**config.mk**
```make
export PLATFORM = sky130hd
export DESIGN_NAME = matrix_scan_controller
export DESIGN_NICKNAME = d
export VERILOG_FILES = /design/src/rtl/matrix_scan_controller.sv
export SDC_FILE = /design/constraint.sdc
export NUM_CORES = 1
export LEC_CHECK = 0
export ABC_AREA = 0
export CAP_MARGIN = 20
export CORE_UTILIZATION = 50
export DETAILED_ROUTE_END_ITERATION = 6
export GPL_ROUTABILITY_DRIVEN = 0
export PLACE_DENSITY = 0.82
export SLEW_MARGIN = 0
export SYNTH_ARGS = -nofsm -noshare
export SYNTH_HDL_FRONTEND = slang
export SYNTH_SLANG_ARGS = --single-unit
```
**constraint.sdc**
```tcl
create_clock -name clk -period 5.15 [get_ports clk]
set_clock_uncertainty 0.2 [all_clocks]
set_input_delay 1.03 -clock clk [delete_from_list [all_inputs] [get_ports clk]]
set_output_delay 1.03 -clock clk [all_outputs]
set_load 0.01 [all_outputs]
```
**src/rtl/matrix_scan_controller.sv**
```systemverilog
`default_nettype none
// ============================================================================
// Module   : matrix_scan_controller
// Brief    : Column-scan sequencer for a dot-matrix panel with per-slot
//            blanking and frame-boundary req/ack frame loading.
// Revision : 1.0  initial release
// ============================================================================
module matrix_scan_controller #(
    parameter int NUM_COLS = 5,
    parameter int NUM_ROWS = 7,
    parameter int DIV      = 4,
    parameter int BLANK    = 1
) (
    input  logic                         clk,
    input  logic                         rst,
    input  logic                         enable,
    input  logic [NUM_COLS*NUM_ROWS-1:0] frame_data,
    input  logic                         load_req,
    output logic                         load_ack,
    output logic [2:0]                   col_sel,
    output logic [NUM_COLS-1:0]          col_en,
    output logic [NUM_ROWS-1:0]          row_out,
    output logic                         frame_start
);

    localparam int CW = (DIV > 1) ? $clog2(DIV) : 1;

    localparam logic [CW-1:0] c_DIV_M1   = CW'(DIV - 1);
    localparam logic [CW-1:0] c_BLANK    = CW'(BLANK);
    localparam logic [2:0]    c_LAST_COL = 3'(NUM_COLS - 1);

    localparam logic [1:0] c_ST_IDLE  = 2'd0;
    localparam logic [1:0] c_ST_BLANK = 2'd1;
    localparam logic [1:0] c_ST_SHOW  = 2'd2;

    logic [1:0]                   r_state;
    logic [2:0]                   r_col;
    logic [CW-1:0]                r_cnt;
    logic [NUM_COLS*NUM_ROWS-1:0] r_buf;

    logic                         r_load_ack;
    logic [2:0]                   r_col_sel;
    logic [NUM_COLS-1:0]          r_col_en;
    logic [NUM_ROWS-1:0]          r_row_out;
    logic                         r_frame_start;

    logic [1:0]                   w_nxt_state;
    logic [2:0]                   w_nxt_col;
    logic [CW-1:0]                w_nxt_cnt;
    logic                         w_load;
    logic [NUM_COLS*NUM_ROWS-1:0] w_nxt_buf;
    logic [NUM_ROWS-1:0]          w_row;
    logic [NUM_COLS-1:0]          w_onehot;
    logic                         w_show;
    logic                         w_run;

    // Next-state: a load is only accepted when idle or on the edge that
    // re-enters column 0 slot 0, so a frame is never torn mid-scan.
    always_comb begin
        w_nxt_state = r_state;
        w_nxt_col   = r_col;
        w_nxt_cnt   = r_cnt;
        w_load      = 1'b0;
        if (!enable) begin
            w_nxt_state = c_ST_IDLE;
            w_nxt_col   = 3'd0;
            w_nxt_cnt   = '0;
            w_load      = (r_state == c_ST_IDLE) && load_req;
        end else if (r_state == c_ST_IDLE) begin
            w_nxt_col   = 3'd0;
            w_nxt_cnt   = '0;
            w_nxt_state = (BLANK > 0) ? c_ST_BLANK : c_ST_SHOW;
            w_load      = load_req;
        end else begin
            if (r_cnt == c_DIV_M1) begin
                w_nxt_cnt = '0;
                w_nxt_col = (r_col == c_LAST_COL) ? 3'd0 : r_col + 3'd1;
                w_load    = load_req && (r_col == c_LAST_COL);
            end else begin
                w_nxt_cnt = r_cnt + CW'(1);
            end
            w_nxt_state = ((BLANK > 0) && (w_nxt_cnt < c_BLANK)) ? c_ST_BLANK : c_ST_SHOW;
        end
    end

    assign w_nxt_buf = w_load ? frame_data : r_buf;
    assign w_show    = (w_nxt_state == c_ST_SHOW);
    assign w_run     = (w_nxt_state != c_ST_IDLE);

    // Outputs are registered from next-state values so they line up with
    // the state they describe.
    always_comb begin
        w_row    = '0;
        w_onehot = '0;
        for (int c = 0; c < NUM_COLS; c++) begin
            if (w_nxt_col == 3'(c)) begin
                w_row       = w_nxt_buf[c*NUM_ROWS +: NUM_ROWS];
                w_onehot[c] = 1'b1;
            end
        end
    end

    always_ff @(posedge clk) begin
        if (rst) begin
            r_state       <= c_ST_IDLE;
            r_col         <= 3'd0;
            r_cnt         <= '0;
            r_buf         <= '0;
            r_load_ack    <= 1'b0;
            r_col_sel     <= 3'd0;
            r_col_en      <= '0;
            r_row_out     <= '0;
            r_frame_start <= 1'b0;
        end else begin
            r_state       <= w_nxt_state;
            r_col         <= w_nxt_col;
            r_cnt         <= w_nxt_cnt;
            r_buf         <= w_nxt_buf;
            r_load_ack    <= w_load;
            r_col_sel     <= w_run ? w_nxt_col : 3'd0;
            r_col_en      <= w_show ? w_onehot : '0;
            r_row_out     <= w_show ? w_row : '0;
            r_frame_start <= w_run && (w_nxt_col == 3'd0) && (w_nxt_cnt == '0);
        end
    end

    assign load_ack    = r_load_ack;
    assign col_sel     = r_col_sel;
    assign col_en      = r_col_en;
    assign row_out     = r_row_out;
    assign frame_start = r_frame_start;

endmodule
`default_nettype wire
```
==> metrics.yaml, run 1 <==
sta:
  rsz0062_at_grt: "false"
  maxClockFrequency_ghz: 0.3055
  final.period_utilization: 0.6356
  tightest_slew_ns: 1.003
  period_needed_ns: 3.273
  final_hold_viol_count: 0
  fin_ws_ns: 1.877
  maxSlewViolCount: 0
  setup_violations: 0
  tns_ns: 0
  relSlewSlack: 0.3280
synthesis:
  netlist_area_um2: 2454
  synth-edff-count: 0
  synth_seq_cells: 59
  synth_top_cell_area_share: 0.4814
  synth_most_common_cell: "nor2_1"
  ys_top_cells_by_area: "dfxtp_1 48%, nor2_1 9.6%, mux2i_1 9.0%"
  yosysSeqAreaShare: 0.4814
  synth_commonest_cells: "63 x nor2_1, 59 x dfxtp_1, 31 x nand2_1"
  synth_flop_cell: "dfxtp_1"
  synth.avg_cell_area_um2: 8.858
  synthArstFlopShare: 0
  synth_cell_types: 40
  yosys_warnings: 0
  yosysTopAreaCell: "dfxtp_1"
  syn_inst: 277
  syn_nets: 320
finish:
  layoutNonFillerInstCount: 401
  diodes: 0
  syn_to_final_growth_pct: 29.98
  n_fill_cell: 405
  drive_gt1_frac: 0.06287
  post-route-util: 0.6752
  fin_nets: 373
grt:
  grtUsageTotal: 0.2435
  grt-ovfl-total: 0
  grt_pass1_wl_mm: 9.473
  grt_pass1_vias: 2084
  antenna_found_initial: 0
  grt_max_degree: 44
routing:
  drc_errors: 2
  wl_per_cell_um: 14.80
  vias: 2120
  ant_nets: 0
  wl_mm: 5.936
  drt_iter0_drc: 188
  post_drt_via_cell_ratio: 5.287
  drtPass1Iterations: 7
floorplan:
  die_h_um: 72.05
  die_area_um2: 5191
  coreArea_um2: 4723
  start_util: 0.5195
  num_io_pins: 56
  rows: 25
  die_x_um: 72.05
worst_setup_path:
  worstPathCellList: "clkdlybuf4s50_1, and4_1, o21a_1, mux2i_1, o22a_1, o21ai_1, a31o_1"
  crit_family: "compound AO/OA/AOI/OAI gates"
  cp-end-kind: "register"
  startpoint_type: "primary input"
  cpPeakStageDelay_ns: 0.74
  path_buf_inv: 1
  regToRegEndpoint: "row_out[6]$_SDFF_PP0_"
  crit-reg2reg-launch: "r_cnt[0]$_SDFF_PP0_"
  worstPathArrival_ns: 3.29
  regToRegSetupSlack_ns: 2.29
  worstRegToRegCells: 7
  worst_ep_required_time_ns: 5.17
  cp_slowest_cell: "o21a_1"
  path_max_fanout: 21
  worstSetupPathType: "primary input to register"
clocking:
  cts_max_level: 3
  cts_tree: "yes"
  postCtsSetupRepairBufs: 0
  clk_root_buffer_cell: "clkbuf_8"
  cts_sinks: 59
  clk_pin_slew_ns: 0.06
  cts_resized: 0
  cts_buffers: 9
  insertion_delay_ns: 0.33
  hold_buffers: 0
  clockBufferDepth: 2
run:
  max_cap_viol_count: 0
power:
  power.density_nw_per_um2: 314.1
  finalPower_mw: 1.002
  ir_drop_v: 0.0001585
  p_leak_nw: 1.283
hold_path:
  min_path_cells: 2
  hp-start: "r_buf[21]$_SDFF_PP0_"
  min_to: "r_buf[21]$_SDFF_PP0_"
  hp-class: "register to register"
run_status:
  status: "finished, violations left"
  violations: "design-rule violations"
placed_design:
  preCtsSetupSlack_ns: 1.556
  dp_hpwl_mm: 3.975
  port_buffers: 55
  dp_cells: 386
## cells in the final DEF (no fill, tap or decap), types with 4 or more instances in the layout
master           synthesis  final
or2_1                    4      4
a31o_1                   6      6
o22a_1                   6      6
a21oi_1                 17     17
mux2i_1                 22     22
nor3_1                   7      7
o21ai_0                 12     12
nor2_1                  63     63
dfxtp_1                 59     59
clkbuf_8                 0     11
ha_1                     4      4
inv_1                    4      4
clkdlybuf4s50_1          0     55
nand2_1                 31     31
## sequential cells by signal, summed over array words and instances (netlist names)
name / count
col_sel: 3
row_out: 7
load_ack: 1
r_cnt: 2
r_col: 3
col_en: 5
frame_start: 1
r_buf: 35
r_state: 2
## worst max-delay path by stage
| stage | startpoint | to | slack (ns) | cells past startpoint |
|---|---|---|---|---|
| floorplan | rst | row_out[0]$_SDFF_PP0_ | 2.46 | 6 |
| global placement | enable | row_out[6]$_SDFF_PP0_ | 1.62 | 7 |
| detailed placement | enable | row_out[2]$_SDFF_PP0_ | 1.56 | 6 |
| CTS | enable | row_out[6]$_SDFF_PP0_ | 1.90 | 7 |
| global route | enable | row_out[2]$_SDFF_PP0_ | 1.74 | 6 |
| finish | enable | row_out[6]$_SDFF_PP0_ | 1.88 | 7 |
## tightest hold or removal path: cells and delay by family (launching register included)
kind | cells | cell delay (ns)
compound gates | 1 | 0.05
simple gates | 1 | 0.05
flops | 1 | 0.31
## per-layer routing
layer | vias to the layer above | GRT usage | part of all wire
met2 | 90 | 0.4172 | 0.49
met4 | 0 | 0.1394 | 0.017
li1 | 1043 | - | -
met1 | 978 | 0.2853 | 0.43
met3 | 9 | 0.04722 | 0.062
met5 | - | 0 | 0
## power by group
part / switching, mW / internal [mW]
Sequential: 0.00811 / 0.477
Clock: 0.165 / 0.247
Combinational: 0.0510 / 0.0535
## stage by stage
stage	cell area (µm²)	hold WS, ns
detailed placement	2995	0.2479
floorplan	2454	0.2357
finish	3189	0.2541
global route	3189	0.2717
global placement	2995	0.2422
CTS	3189	0.2561
## final cells by class
cell class | count | area (µm²) | share of cell area
Sequential cell | 59 | 1181 | 0.3703
Multi-Input combinational cell | 198 | 1146 | 0.3594
Timing Repair Buffer | 57 | 565.5 | 0.1773
Clock buffer | 13 | 158.9 | 0.04982
Tap cell | 67 | 83.83 | 0.02628
Clock inverter | 2 | 35.03 | 0.01098
Inverter | 5 | 18.77 | 0.005885
## kinds of logic after synthesis
logic type	after synthesis	share of synthesized area
buffers and inverters	20	0.05150
DFF	59	0.4814
adders and majority gates	4	0.02040
muxes	23	0.09587
and+or+nand+nor	117	0.2060
AOI/OAI and AO/OA	54	0.1448
Note: power is estimated with default switching activity, not from simulation.
==> run 2: changes to the inputs <==
--- a/config.mk
+++ b/config.mk
@@ -7,10 +7,10 @@
 export LEC_CHECK = 0
 export ABC_AREA = 0
 export CAP_MARGIN = 20
-export CORE_UTILIZATION = 50
+export CORE_UTILIZATION = 49
 export DETAILED_ROUTE_END_ITERATION = 6
 export GPL_ROUTABILITY_DRIVEN = 0
-export PLACE_DENSITY = 0.82
+export PLACE_DENSITY = 0.8
 export SLEW_MARGIN = 0
 export SYNTH_ARGS = -nofsm -noshare
 export SYNTH_HDL_FRONTEND = slang
==> constraint.sdc (replaced) <==
create_clock -name clk -period 3.1 [get_ports clk]
set_clock_uncertainty 0.2 [all_clocks]
set_input_delay 0.62 -clock clk [delete_from_list [all_inputs] [get_ports clk]]
set_output_delay 0.62 -clock clk [all_outputs]
set_load 0.01 [all_outputs]
==> metrics.yaml, run 2 (synthesized netlist as in run 1, its figures left out) <==
sta:
  tns_ns: 0
  final.period_utilization: 0.8537
  rsz0062_at_grt: "false"
  maxSlewViolCount: 0
  setup_violations: 0
  period_needed_ns: 2.647
  final_hold_viol_count: 0
  relSlewSlack: 0.6141
  tightest_slew_ns: 0.5767
  maxClockFrequency_ghz: 0.3779
grt:
  grt_pass1_vias: 2030
  grt_pass1_wl_mm: 9.453
  grtUsageTotal: 0.2397
  antenna_found_initial: 0
  grt-ovfl-total: 0
  grt_max_degree: 43
finish:
  fin_nets: 379
  layout_commonest_cell: "nor2_1"
  largest_reg_flops: 35
  diodes: 0
  post-route-util: 0.6784
  syn_to_final_growth_pct: 32.33
  drive_gt1_frac: 0.07941
  layout_common_cells: "63 x nor2_1, 59 x dfxtp_1, 55 x clkdlybuf4s50_1"
  regMostFlops: "r_buf"
hold_path:
  hp-class: "register to register"
worst_setup_path:
  crit_family: "compound AO/OA/AOI/OAI gates"
  cp-end-kind: "register"
  worstPathCellList: "ha_1, o21ai_0, a21bo_1, or4_4, o22ai_1, nand4_1, o211ai_1"
  worstPathArrival_ns: 2.71
  cpPeakStageDelay_ns: 0.62
  startpoint_type: "register"
  worstSetupPathType: "register to register"
  cp_slowest_cell: "or4_4"
  worst_ep_required_time_ns: 3.16
  path_buf_inv: 0
  path_max_fanout: 10
routing:
  drc_errors: 0
  wl_mm: 5.843
  wl_per_cell_um: 14.36
  drtPass1Iterations: 4
  ant_nets: 0
  vias: 2120
  post_drt_via_cell_ratio: 5.209
  drt_iter0_drc: 194
clocking:
  postCtsSetupRepairBufs: 0
  cts_sinks: 59
  cts_resized: 0
  hold_buffers: 0
  clk_pin_slew_ns: 0.06
  cts_max_level: 3
  clockBufferDepth: 2
  cts_tree: "yes"
  cts_buffers: 9
  clk_root_buffer_cell: "clkbuf_8"
  insertion_delay_ns: 0.34
floorplan:
  num_io_pins: 56
  die_area_um2: 5294
  die_h_um: 72.76
  coreArea_um2: 4786
  rows: 25
  start_util: 0.5127
  die_x_um: 72.76
run:
  max_cap_viol_count: 0
run_status:
  status: "finished clean"
power:
  power.density_nw_per_um2: 518.9
  ir_drop_v: 0.0003651
  p_leak_nw: 1.317
  finalPower_mw: 1.685
placed_design:
  port_buffers: 55
  dp_hpwl_mm: 3.960
==> run 2: worst register-to-register path, cell delays in order, from the launching register on <==
cell      delay, ns
dfxtp_1        0.39
ha_1           0.41
o21ai_0        0.21
a21bo_1        0.26
or4_4          0.62
o22ai_1        0.25
nand4_1        0.13
o211ai_1       0.10
==> run 2: final timing paths <==
check	to	from	slack [ns]	depth (start not counted)
setup / recovery	row_out[0]$_SDFF_PP0_	r_cnt[0]$_SDFF_PP0_	0.45	7
hold / removal	r_buf[17]$_SDFF_PP0_	r_buf[17]$_SDFF_PP0_	0.26	2
setup reg to reg	row_out[0]$_SDFF_PP0_	r_cnt[0]$_SDFF_PP0_	0.45	7
hold reg to reg	r_buf[17]$_SDFF_PP0_	r_buf[17]$_SDFF_PP0_	0.26	2
==> run 2: report_power, final <==
group	internal (mW)	leakage [nW]	switching (mW)
registers	0.793	0.482	0.0129
clock network	0.410	0.0995	0.288
logic	0.0958	0.735	0.0851
==> run 2: cell type report <==
cell class,count,area [µm²]
Tap cell,67,83.83
Clock buffer,13,158.9
Multi-Input combinational cell,198,1146
Timing Repair Buffer,63,623.1
Clock inverter,2,35.03
Inverter,5,18.77
Fill cell,417,1539
Sequential cell,59,1181
==> run 2: per-layer routing <==
layer  track usage  routed length, µm  up-vias
li1              -                  -     1059
met3       0.04420                298       14
met5             0                  0        -
met4        0.1285                148        0
met1        0.3051               2633      976
met2        0.3863               2763       71
==> run 2: stage by stage <==
step           std cells  hold slack, ns  cell area (µm²)  worst slack [ns]
2_1_floorplan        277          0.2357             2454            0.7899
3_3_place_gp         392          0.2411             3053            0.2936
3_5_place_dp         392          0.2492             3053            0.2517
4_1_cts              407          0.2579             3247            0.4778
5_1_grt              407          0.2668             3247            0.2919
6_report             407          0.2602             3247            0.4534
==> edit 1, RTL diff (settings of run 2) <==
Set the parameter `NUM_COLS` to 6 (it was 5).
--- a/src/rtl/matrix_scan_controller.sv
+++ b/src/rtl/matrix_scan_controller.sv
@@ -7,5 +7,5 @@
 // ============================================================================
 module matrix_scan_controller #(
-    parameter int NUM_COLS = 5,
+    parameter int NUM_COLS = 6,
     parameter int NUM_ROWS = 7,
     parameter int DIV      = 4,
Interface: changed (resized col_en and frame_data); port bits go from 56 to 64. No check against the original RTL was run, so the function may have changed too.
==> edit 1 against run 2 <==
Final area is 9.1% higher. Sequential cell count is 8 higher. Final cell count fell by 0.25%. Synthesized cell count is 3.6% lower. Synthesized area increased by 7.1%. Core utilization rose by 1.0 points. Sequential share of layout area grew 1.5 points. Worst setup slack got worse by 0.054 ns. Count of clock-buffer cells in the layout fell by 1. Total power is 13% higher. Register-to-register slack got worse by 0.04 ns. Largest cell class unchanged. Highest routed layer unchanged. Wire length up 9.5%.
==> edit 1: results (changes against run 2) <==
metric;value;unit;change
vias per cell;5.35;;+2.8%
IO buf count;63;;+15%
max incr delay on CP;0.55;ns;-0.07 ns
post-synth cell types;37;;-7.5%
most instantiated cells after synthesis;67 x dfxtp_1, 62 x nor2_1, 43 x mux2i_1;;
GRT Total Usage;0.241;;+0.00181
status;finished, final reports clean;;
slowest CP cell;clkdlybuf4s50_1;;
Gate Count Post-Synth;267;;-3.6%
syn_nets;315;;-1.6%
max reg flops;42;;+20%
Detailed Routing Iterations Pass 1;4;;unchanged
Top Family by Delay on Critical Path;buffers and inverters;;
DPL Wire Length;4480;um;+13%
Max IR drop VDD;0.339;mV;-7.1%
1st-iter DRT viols;196;;+1.0%
WL per Instance;15.8;um;+9.8%
first-pass GRT wire length;9760;um;+3.3%
Hold Crit Start;r_buf[34]$_SDFF_PP0_;;
Worst Path Arrival;2.72;ns;about the same
reg2reg path depth;9;;+2
vias in the first global route;2102;;+3.5%
Mapped Area;0.00263;mm2;+7.1%
r2r endpoint;row_out[5]$_SDFF_PP0_;;
Hold Path End;r_buf[34]$_SDFF_PP0_;;
largest net degree at the start of global routing;52;;+21%
Max transition margin;0.644;;+0.0299
==> edit 1: cell count changes after synthesis, sizes merged, moves of 8 or more <==
cell   change
nand2     -26
o22ai     +16
o21ai     -11
dfxtp      +8
a21oi     -16
mux2i     +21
==> edit 1: worst max path at each step <==
stage	cells past startpoint	slack [ns]	end	startpoint
6_report	9	0.40	row_out[5]$_SDFF_PP0_	load_req
5_1_grt	9	0.26	row_out[5]$_SDFF_PP0_	r_cnt[0]$_SDFF_PP0_
4_1_cts	9	0.41	row_out[5]$_SDFF_PP0_	load_req
3_5_place_dp	9	0.07	row_out[5]$_SDFF_PP0_	load_req
3_3_place_gp	8	0.26	row_out[2]$_SDFF_PP0_	load_req
2_1_floorplan	8	1.01	row_out[0]$_SDFF_PP0_	rst
==> edit 1: per-layer routing <==
| metal | part of all wire | vias to the layer above | wire [um] | track usage |
|---|---|---|---|---|
| met2 | 0.50 | 71 | 3230 | 0.409 |
| met4 | 0.020 | 0 | 129 | 0.150 |
| met5 | 0 | - | 0 | 0 |
| met3 | 0.060 | 14 | 381 | 0.0455 |
| li1 | - | 1052 | - | - |
| met1 | 0.42 | 1036 | 2660 | 0.283 |
==> edit 1: worst reg2reg max path, stage by stage, from the launching register on <==
cell,delay (ns)
dfxtp_1,0.38
ha_1,0.41
nand4_2,0.18
o2bb2ai_4,0.17
buf_12,0.25
buf_12,0.20
mux2i_1,0.34
o22ai_1,0.14
nor3_1,0.22
o22ai_1,0.10
==> edit 1: kinds of logic (layout without fill, tap and decap cells) <==
| kind of cell | after synthesis | in the layout | synth area share |
|---|---|---|---|
| AOI/OAI and AO/OA | 39 | 39 | 0.107 |
| xor gates and xnor gates | 2 | 2 | 0.00666 |
| adders and majority gates | 2 | 2 | 0.00952 |
| buffers and inverters | 19 | 88 | 0.0395 |
| DFF | 67 | 67 | 0.510 |
| muxes | 43 | 43 | 0.164 |
| and+or+nand+nor | 95 | 95 | 0.163 |
==> edit 1: layout make-up <==
type	instances	area [um2]	area share
tap	70	87.6	0.0247
inverter	2	7.51	0.00212
sequential	67	1340	0.379
timing repair buffer	70	708	0.200
clock inverter	4	47.5	0.0134
clock buffer	12	165	0.0466
multi-input combinational	181	1180	0.334
==> edit 1: power breakdown <==
part / total [W] / switching, W / internal (W) / leakage, nW
Sequential: 0.000914 / 0.0000118 / 0.000902 / 0.548
Combinational: 0.000231 / 0.000106 / 0.000125 / 0.777
Clock: 0.000758 / 0.000324 / 0.000434 / 0.108
==> edit 1: per-stage QoR <==
step	setup WS, ns	util	power, W	hold WS, ns
after floorplan	1.01	-	0.00106	0.251
after global placement	0.260	0.648	0.00115	0.268
after detailed placement	0.0720	0.648	0.00116	0.275
after CTS	0.406	0.689	0.00191	0.291
after global routing	0.263	0.689	0.00197	0.312
final	0.399	0.689	0.00190	0.290
==> edit 2, RTL diff (settings of run 2) <==
Made on the original files. Reset style: asynchronous (`rst`), changed in one clocked block.
--- a/src/rtl/matrix_scan_controller.sv
+++ b/src/rtl/matrix_scan_controller.sv
@@ -101,5 +101,5 @@
     end
 
-    always_ff @(posedge clk) begin
+    always_ff @(posedge clk or posedge rst) begin
         if (rst) begin
             r_state       <= c_ST_IDLE;
Formal check against the unedited RTL: differs if rst is asserted again (counterexample within 4 cycles, from zero or initial values and one cycle with rst high); with rst held inactive, the same outputs for 10 cycles.
==> edit 2 against run 2 <==
Synthesized area grew 3.7%. Worst setup slack lost 0.040 ns. Sequential cell count is the same. Largest cell class unchanged. Die area grew 3.6%. Final area grew 2.2%. Wire length shrank 8.0%.
Power is not compared: it rests on default switching activity, and its combinational part moved more than twofold at a synthesized area within 25%.
==> edit 2: results (changes against run 2) <==
metric;value;unit;change
status;finished, final reports clean;;
post-synth cell types;38;;-5.0%
asr flop ratio synth;1.00;;+1.00
r2r endpoint;row_out[5]$_DFF_PP0_;;
adder-cell area share of the yosys netlist;0.0197;;-0.000722
Synth Area in Compound Gates;0.0959;;-0.0489
layout cells sized above 1;0.168;;+0.0891
reg2reg start;r_col[0]$_DFF_PP0_;;
post-CTS setup buffer count;0;;unchanged
syn_nets;249;;-22%
IO buf count;55;;unchanged
min-delay worst type;reg -> reg;;
dpl cell area;0.00315;mm2;+3.1%
GRT Total Usage;0.225;;-0.0148
DPL Wire Length;3730;um;-5.8%
vias in the first global route;1860;;-8.4%
first-pass GRT wire length;8690;um;-8.1%
Fillers;372;;-11%
Routed Wire Length;5370;um;-8.0%
clk buf depth;2;;unchanged
most instantiated cells after synthesis;59 x dfrtp_1, 22 x inv_1, 20 x mux2_2;;
nets;311;;-18%
pre-CTS setup slack;0.257;ns;+0.00522 ns
sequential-to-total area share from yosys stat;0.580;;+0.0990
Max transition margin;0.467;;-0.147
multiplexer area fraction after synthesis;0.152;;+0.0556
antenna violations before repair;0;;unchanged
Hold Path End;r_buf[17]$_DFF_PP0_;;
1st-iter DRT viols;138;;-29%
worst-path fanout max;9;;-1
Worst Path Arrival;2.70;ns;about the same
Area contributors post-synth;dfrtp_1 58%, mux2_2 8.9%, mux2i_1 6.3%, inv_1 3.2%, a31oi_1 2.7%;;
largest net degree at the start of global routing;37;;-14%
XOR/XNOR share of the synthesized area;0.0103;;+0.0103
reg2reg path depth;8;;+1
slowest CP cell;o21ai_1;;
via count;1774;;-16%
max incr delay on CP;0.63;ns;
clk_lat worst skew;0.33;ns;
hold slack;0.283;ns;+0.0233 ns
Hold Crit Start;r_buf[17]$_DFF_PP0_;;
flop2flop setup slack;0.41;ns;-0.04 ns
edit 2: cell count changes after synthesis, moves of 10 or more:
cell,before,now
a21oi_1,17,0
a31oi_1,1,11
dfrtp_1,0,59
dfxtp_1,59,0
inv_1,4,22
mux2_2,0,20
nand2_1,31,2
nor2_1,63,17
edit 2: worst max-delay path by stage:
stage / slack [ns] / cells past startpoint / to / from
6_report: 0.41 / 8 / row_out[5]$_DFF_PP0_ / r_col[0]$_DFF_PP0_
5_1_grt: 0.20 / 8 / row_out[5]$_DFF_PP0_ / r_col[0]$_DFF_PP0_
4_1_cts: 0.45 / 8 / row_out[5]$_DFF_PP0_ / r_col[0]$_DFF_PP0_
3_5_place_dp: 0.26 / 6 / row_out[6]$_DFF_PP0_ / enable
3_3_place_gp: 0.36 / 6 / row_out[6]$_DFF_PP0_ / enable
2_1_floorplan: 0.63 / 11 / row_out[0]$_DFF_PP0_ / r_col[0]$_DFF_PP0_
edit 2: metrics by stage:
stage,std cells,util
after floorplan,206,-
after global placement,324,0.649
after detailed placement,324,0.649
after CTS,340,0.685
after global routing,340,0.685
final,340,0.685
edit 2: cell families (layout without fill, tap and decap cells):
| family | Yosys count | after routing |
|---|---|---|
| compound gates | 35 | 35 |
| xor+xnor | 3 | 3 |
| fa+ha+maj | 4 | 4 |
| buf+inv | 30 | 97 |
| flops | 59 | 59 |
| mux | 36 | 36 |
| simple gates | 39 | 39 |
edit 2: layer usage:
metal,track usage,part of all wire
met5,0,0
met1,0.265,0.41
met2,0.381,0.51
met4,0.113,0.020
met3,0.0596,0.051
edit 2: power by group through the flow:
stage	Sequential [W]	Combinational, W	Clock (W)
floorplan	0.000942	0.000233	0
global placement	0.000941	0.000355	0
detailed placement	0.000948	0.000363	0
CTS	0.000935	0.000365	0.000623
global route	0.000944	0.000404	0.000660
finish	0.000933	0.000365	0.000610
edit 2: layout make-up:
cell class	count	area share
Multi-Input combinational cell	117	0.274
Inverter	22	0.0249
Clock buffer	14	0.0490
Sequential cell	59	0.445
Clock inverter	2	0.00302
Timing Repair Buffer	59	0.179
Tap cell	67	0.0253
edit 2: critical path, delay by kind of cell, from the launching register on:
family / cells / cell delay, ns
AO/OA/AOI/OAI: 4 / 1.27
flip-flops: 1 / 0.51
AND/OR/NAND/NOR: 2 / 0.27
adder cells (fa/ha/maj): 1 / 0.23
buffers and inverters: 1 / 0.11
